[src/rtl/pe_bf_pipe.sv]
// Pipelined modular butterfly for NTT/INTT coefficient processing.
// Operands pass through PRE_DEPTH input registers, the add/sub/halve
// arithmetic sits between the last input register and the first output
// register, and POST_DEPTH output registers follow. Mode travels with
// its sample so mixed-mode streams compute correctly.
module pe_bf_pipe #(
    parameter int DATA_WIDTH = 14,
    parameter int Q          = 12289,
    parameter int PRE_DEPTH  = 3,
    parameter int POST_DEPTH = 3
) (
    input  logic                                          clk,
    input  logic                                          rst,
    input  logic                                          ce,
    input  logic                                          valid_in,
    input  logic [1:0]                                    mode,
    input  logic [DATA_WIDTH-1:0]                         u,
    input  logic [DATA_WIDTH-1:0]                         v,
    output logic                                          valid_out,
    output logic [DATA_WIDTH-1:0]                         bf_upper,
    output logic [DATA_WIDTH-1:0]                         bf_lower,
    output logic [$clog2(PRE_DEPTH+POST_DEPTH+1)-1:0]     inflight,
    output logic                                          idle,
    output logic                                          range_err
);

    localparam int CNT_W = $clog2(PRE_DEPTH + POST_DEPTH + 1);
    localparam logic [DATA_WIDTH:0] Q_EXT = (DATA_WIDTH + 1)'(Q);

    typedef enum logic [1:0] {
        MODE_NTT    = 2'b00,
        MODE_INTT   = 2'b01,
        MODE_BYPASS = 2'b10,
        MODE_SWAP   = 2'b11
    } bf_mode_t;

    // Input-side pipeline registers
    logic [DATA_WIDTH-1:0] pre_u     [PRE_DEPTH];
    logic [DATA_WIDTH-1:0] pre_v     [PRE_DEPTH];
    bf_mode_t              pre_mode  [PRE_DEPTH];
    logic                  pre_valid [PRE_DEPTH];

    // Output-side pipeline registers
    logic [DATA_WIDTH-1:0] post_upper [POST_DEPTH];
    logic [DATA_WIDTH-1:0] post_lower [POST_DEPTH];
    logic                  post_valid [POST_DEPTH];

    logic [DATA_WIDTH-1:0] calc_upper;
    logic [DATA_WIDTH-1:0] calc_lower;

    logic accept;
    logic leave;
    logic out_of_range;

    // Modular add: one conditional subtraction of Q at DATA_WIDTH+1 bits.
    function automatic logic [DATA_WIDTH-1:0] mod_add(input logic [DATA_WIDTH-1:0] a,
                                                      input logic [DATA_WIDTH-1:0] b);
        logic [DATA_WIDTH:0] s;
        s = {1'b0, a} + {1'b0, b};
        if (s >= Q_EXT) begin
            s = s - Q_EXT;
        end
        return s[DATA_WIDTH-1:0];
    endfunction

    // Modular sub: adding Q before subtracting keeps the intermediate non-negative.
    function automatic logic [DATA_WIDTH-1:0] mod_sub(input logic [DATA_WIDTH-1:0] a,
                                                      input logic [DATA_WIDTH-1:0] b);
        logic [DATA_WIDTH:0] d;
        if (a < b) begin
            d = {1'b0, a} + Q_EXT - {1'b0, b};
        end else begin
            d = {1'b0, a} - {1'b0, b};
        end
        return d[DATA_WIDTH-1:0];
    endfunction

    // Division by two mod Q: odd values get Q added first (Q is odd, so the sum is even).
    function automatic logic [DATA_WIDTH-1:0] mod_half(input logic [DATA_WIDTH-1:0] x);
        logic [DATA_WIDTH:0] h;
        if (x[0]) begin
            h = {1'b0, x} + Q_EXT;
        end else begin
            h = {1'b0, x};
        end
        return h[DATA_WIDTH:1];
    endfunction

    assign accept       = ce && valid_in;
    assign leave        = post_valid[POST_DEPTH-1];
    assign out_of_range = ({1'b0, u} >= Q_EXT) || ({1'b0, v} >= Q_EXT);

    // Butterfly arithmetic on the sample sitting in the last input register.
    always_comb begin
        logic [DATA_WIDTH-1:0] a;
        logic [DATA_WIDTH-1:0] b;
        a          = pre_u[PRE_DEPTH-1];
        b          = pre_v[PRE_DEPTH-1];
        calc_upper = '0;
        calc_lower = '0;
        case (pre_mode[PRE_DEPTH-1])
            MODE_NTT: begin
                calc_lower = mod_add(a, b);
                calc_upper = mod_sub(a, b);
            end
            MODE_INTT: begin
                calc_lower = mod_half(mod_add(a, b));
                calc_upper = mod_half(mod_sub(b, a));
            end
            MODE_BYPASS: begin
                calc_lower = a;
                calc_upper = b;
            end
            MODE_SWAP: begin
                calc_lower = b;
                calc_upper = a;
            end
            default: begin
                calc_lower = '0;
                calc_upper = '0;
            end
        endcase
    end

    // Input-side shift register; frozen whenever ce is low.
    always_ff @(posedge clk) begin
        if (!rst) begin
            for (int i = 0; i < PRE_DEPTH; i++) begin
                pre_u[i]     <= '0;
                pre_v[i]     <= '0;
                pre_mode[i]  <= MODE_NTT;
                pre_valid[i] <= 1'b0;
            end
        end else if (ce) begin
            pre_u[0]     <= u;
            pre_v[0]     <= v;
            pre_mode[0]  <= bf_mode_t'(mode);
            pre_valid[0] <= valid_in;
            for (int i = 1; i < PRE_DEPTH; i++) begin
                pre_u[i]     <= pre_u[i-1];
                pre_v[i]     <= pre_v[i-1];
                pre_mode[i]  <= pre_mode[i-1];
                pre_valid[i] <= pre_valid[i-1];
            end
        end
    end

    // Output-side shift register capturing the butterfly results.
    always_ff @(posedge clk) begin
        if (!rst) begin
            for (int i = 0; i < POST_DEPTH; i++) begin
                post_upper[i] <= '0;
                post_lower[i] <= '0;
                post_valid[i] <= 1'b0;
            end
        end else if (ce) begin
            post_upper[0] <= calc_upper;
            post_lower[0] <= calc_lower;
            post_valid[0] <= pre_valid[PRE_DEPTH-1];
            for (int i = 1; i < POST_DEPTH; i++) begin
                post_upper[i] <= post_upper[i-1];
                post_lower[i] <= post_lower[i-1];
                post_valid[i] <= post_valid[i-1];
            end
        end
    end

    // Occupancy counter: +1 on accept, -1 when the output sample shifts out.
    always_ff @(posedge clk) begin
        if (!rst) begin
            inflight <= '0;
        end else if (ce) begin
            case ({accept, leave})
                2'b10:   inflight <= inflight + CNT_W'(1);
                2'b01:   inflight <= inflight - CNT_W'(1);
                default: inflight <= inflight;
            endcase
        end
    end

    // Sticky flag for any accepted operand outside [0, Q).
    always_ff @(posedge clk) begin
        if (!rst) begin
            range_err <= 1'b0;
        end else if (accept && out_of_range) begin
            range_err <= 1'b1;
        end
    end

    assign valid_out = post_valid[POST_DEPTH-1];
    assign bf_upper  = valid_out ? post_upper[POST_DEPTH-1] : '0;
    assign bf_lower  = valid_out ? post_lower[POST_DEPTH-1] : '0;
    assign idle      = (inflight == '0);

endmodule

[config.mk]
export PLATFORM = sky130hd
export DESIGN_NAME = pe_bf_pipe
export DESIGN_NICKNAME = d
export VERILOG_FILES = /design/src/rtl/pe_bf_pipe.sv
export SDC_FILE = /design/constraint.sdc
export NUM_CORES = 1
export LEC_CHECK = 0
export BUFFER_PORTS_ARGS = -buffer_cell sky130_fd_sc_hd__buf_2
export CORE_MARGIN = 5
export CORE_UTILIZATION = 45
export DETAILED_ROUTE_END_ITERATION = 16
export MAX_ROUTING_LAYER = met4
export PLACE_DENSITY_LB_ADDON = 0.3
export SETUP_SLACK_MARGIN = 0.1
export SLEW_MARGIN = 30
export SYNTH_ARGS = -nofsm -noshare
export SYNTH_HDL_FRONTEND = slang
export SYNTH_SLANG_ARGS = --single-unit
[constraint.sdc]
create_clock -name clk -period 16.5 [get_ports clk]
set_input_delay 0.825 -clock clk [delete_from_list [all_inputs] [get_ports clk]]
set_output_delay 0.825 -clock clk [all_outputs]
set_load 0.005 [all_outputs]
==> out/results.ini <==
[run_status]
status=complete, no violations

[yosys]
ys.flop_type=edfxtp_1
ys_ff_latch=184
synth-edff-count=180
yosysSeqAreaShare_pct=41.2
synth-xor-area-share_pct=5.79
synth_compound_area_share_pct=14.5
syn_area_mm2=0.0133
syn_nets=1426
synthSimpleGateAreaFrac_pct=19.3
yosysTopAreaCell=edfxtp_1
yosysMostFrequentCell=edfxtp_1
async_reset_ff_share_pct=0
synth_area_leaders=edfxtp_1 41%, and3_1 7.7%, ha_1 6.8%
yosysWarnings=0
muxShareOfSynthArea_pct=2.09
avgSynthCellArea_um2=10.3
synthesis.instances=1291
synth_top_family_by_area=simple AND/OR/NAND/NOR gates
yosys.area_share.adder_pct=11.1
ys_top_cells_by_count=180 x edfxtp_1, 163 x and3_1, 97 x inv_1
synth_top_area_share_pct=40.6
yosysUniqueCellTypes=101

[drt]
drc=0
vias_per_cell=5.90
first_iter_violations=875
drtPass1Iterations=5
ant_nets=0
wl_um=35400
vias=10100
wl_per_cell_um=20.6

[global_routing]
grt_overflow=0
first_global_vias=9637
grt_max_degree=92
grt_pass1_wl_um=55000
track_usage_pct=21.7
antenna_found_initial=0

[clock_tree]
path_clk_slew_ns=0.08
postCtsSetupRepairBufs=0
cts-root-buf=clkbuf_16
cts_buffer_depth=2
cts.sinks=184
ctsHtreeMaxLevel=4
cts_hold_buf=0
clock_latency_ns=0.44
cts_tree=yes
numCtsBuffers=17
ctsResizeCount=0

[power_and_ir_drop]
power.share.combinational_pct=30.2
switching_power_uw=501
total_leakage_power_nw=6.17
power.total_mw=1.44
p_per_area_mw_per_mm2=99.6
switching_share_pct=34.8
intPower_uw=938
vdd_drop_max_v=0.0000697
p_seq_share_pct=39.5
p_clk_share_pct=30.3

[min_path]
min_to=range_err
hold-path-cell-count=1
holdCritPathClass=register to register
worstHoldStart=range_err

[sta]
tightest_slew_ns=0.889
slew_headroom_pct=40.3
period_needed_ns=5.50
setup_violations=0
finalHoldViolations=0
hold_ws_ns=0.463
fin_setup_tns_ns=0
rsz0062_at_grt=no
final_max_slew_viol_count=0
fmax_mhz=182
fin_skew_ns=0.0175
fin_crit_sh_pct=33.3

[setup_path]
slowest_stage=xnor2_1
r2r-end=post_lower[0][7]
r2r_cells=15
critPathBufInv=2
crit_required_ns=16.69
path_cells=inv_1, ha_1, xnor2_1, and3_1, and3_1, or2b_2, o31a_2, nor2_1, mux2i_1, ha_1, inv_1, a211oi_2, nor3b_1, xnor2_1, o22ai_1
worstSetupStartpoint=pre_v[0][30]
crit_fanout=17
cp.arrival_ns=5.69
worstSetupEndpointType=register
max_stage_delay_ns=0.81
start_kind=register
r2r_start=pre_v[0][30]
crit_type=register to register
crit_family=simple AND/OR/NAND/NOR gates
rrSetupSlack_ns=11.00

[die]
ioPinCount=68
die_area_mm2=0.0331
placementRows=63
dieHeight_um=182
initial_utilization_pct=45.2
coreArea_mm2=0.0294
chipWidth_um=182

[cells_and_area]
drive_gt1_share_pct=11.8
syn2layout_area_growth_pct=8.61
antenna_cells=0
fin_area_mm2=0.0145
multi_input_area_mm2=0.00704
utilization_pct=49.1
seqCellArea_mm2=0.00549
fin_nets=1448
num-fill-cells=2678

[placed_design]
routabilityCongestion=0.961
io_buffer_count=67
place_area_mm2=0.0138
dp_hpwl_um=25600

[run]
cap_violations=0

## power groups by stage
stage	registers [mW]	clock network, mW	logic [mW]
2_1_floorplan	0.576	0	0.326
3_3_place_gp	0.579	0	0.424
3_5_place_dp	0.580	0	0.425
4_1_cts	0.570	0.442	0.428
5_1_grt	0.573	0.461	0.473
6_report	0.569	0.436	0.434
## placed cells by master, fill, tap and decap left out, types with 14 or more instances in the layout
cell	instances
nand2_1	56
nor4_1	16
buf_2	65
ha_1	72
xnor2_1	61
inv_1	97
edfxtp_1	180
a31oi_1	17
nand2b_1	16
a211oi_1	14
nand3_1	18
mux2i_1	15
clkbuf_16	17
fa_1	29
o21ai_0	42
nor2_1	67
xor2_1	22
nor3_1	19
and3_1	163
and2_1	43
o211ai_1	14
a21oi_1	64
## final cells by class
type	count	share of cell area, %
Clock buffer	17	2.94
Inverter	99	2.57
Timing Repair Buffer	80	3.08
Tap cell	390	3.38
Sequential cell	184	38.0
Multi-Input combinational cell	931	48.7
Clock inverter	15	1.36
## per-layer routing
| metal | wire [µm] | GRT usage (%) | vias up |
|---|---|---|---|
| met1 | 15500 | 29.0 | 4963 |
| met4 | 922 | 5.85 | 0 |
| met2 | 17000 | 34.8 | 339 |
| met3 | 1970 | 3.02 | 57 |
| li1 | - | - | 4759 |
| met5 | 0 | - | - |
## cells by family after synthesis
family,after synthesis
and+or+nand+nor,455
AOI/OAI and AO/OA,268
DFF,184
buffers and inverters,176
adders and majority gates,101
xor gates and xnor gates,85
muxes,22
## through the flow
step                      worst slack [ns]  std cells
after floorplan                      10.24       1291
final                                11.00       1716
after CTS                            11.08       1716
after detailed placement             11.15       1684
after global routing                 10.77       1716
after global placement               11.28       1684
## worst max path at each step
stage | cells after the start | endpoint | slack [ns]
after detailed placement | 15 | post_lower[0][7] | 11.15
after global routing | 15 | post_lower[0][7] | 10.77
after floorplan | 3 | post_lower[0][0] | 10.24
final | 15 | post_lower[0][7] | 11.00
after CTS | 15 | post_lower[0][7] | 11.08
after global placement | 15 | post_lower[0][7] | 11.28
## registers in the layout (all words and copies together) (netlist names)
| register | count |
|---|---|
| inflight | 3 |
| post_lower | 42 |
| post_upper | 42 |
| post_valid | 3 |
| pre_mode | 6 |
| pre_u | 42 |
| pre_v | 42 |
| pre_valid | 3 |
| range_err | 1 |
Power figures use the tool's default switching activity.
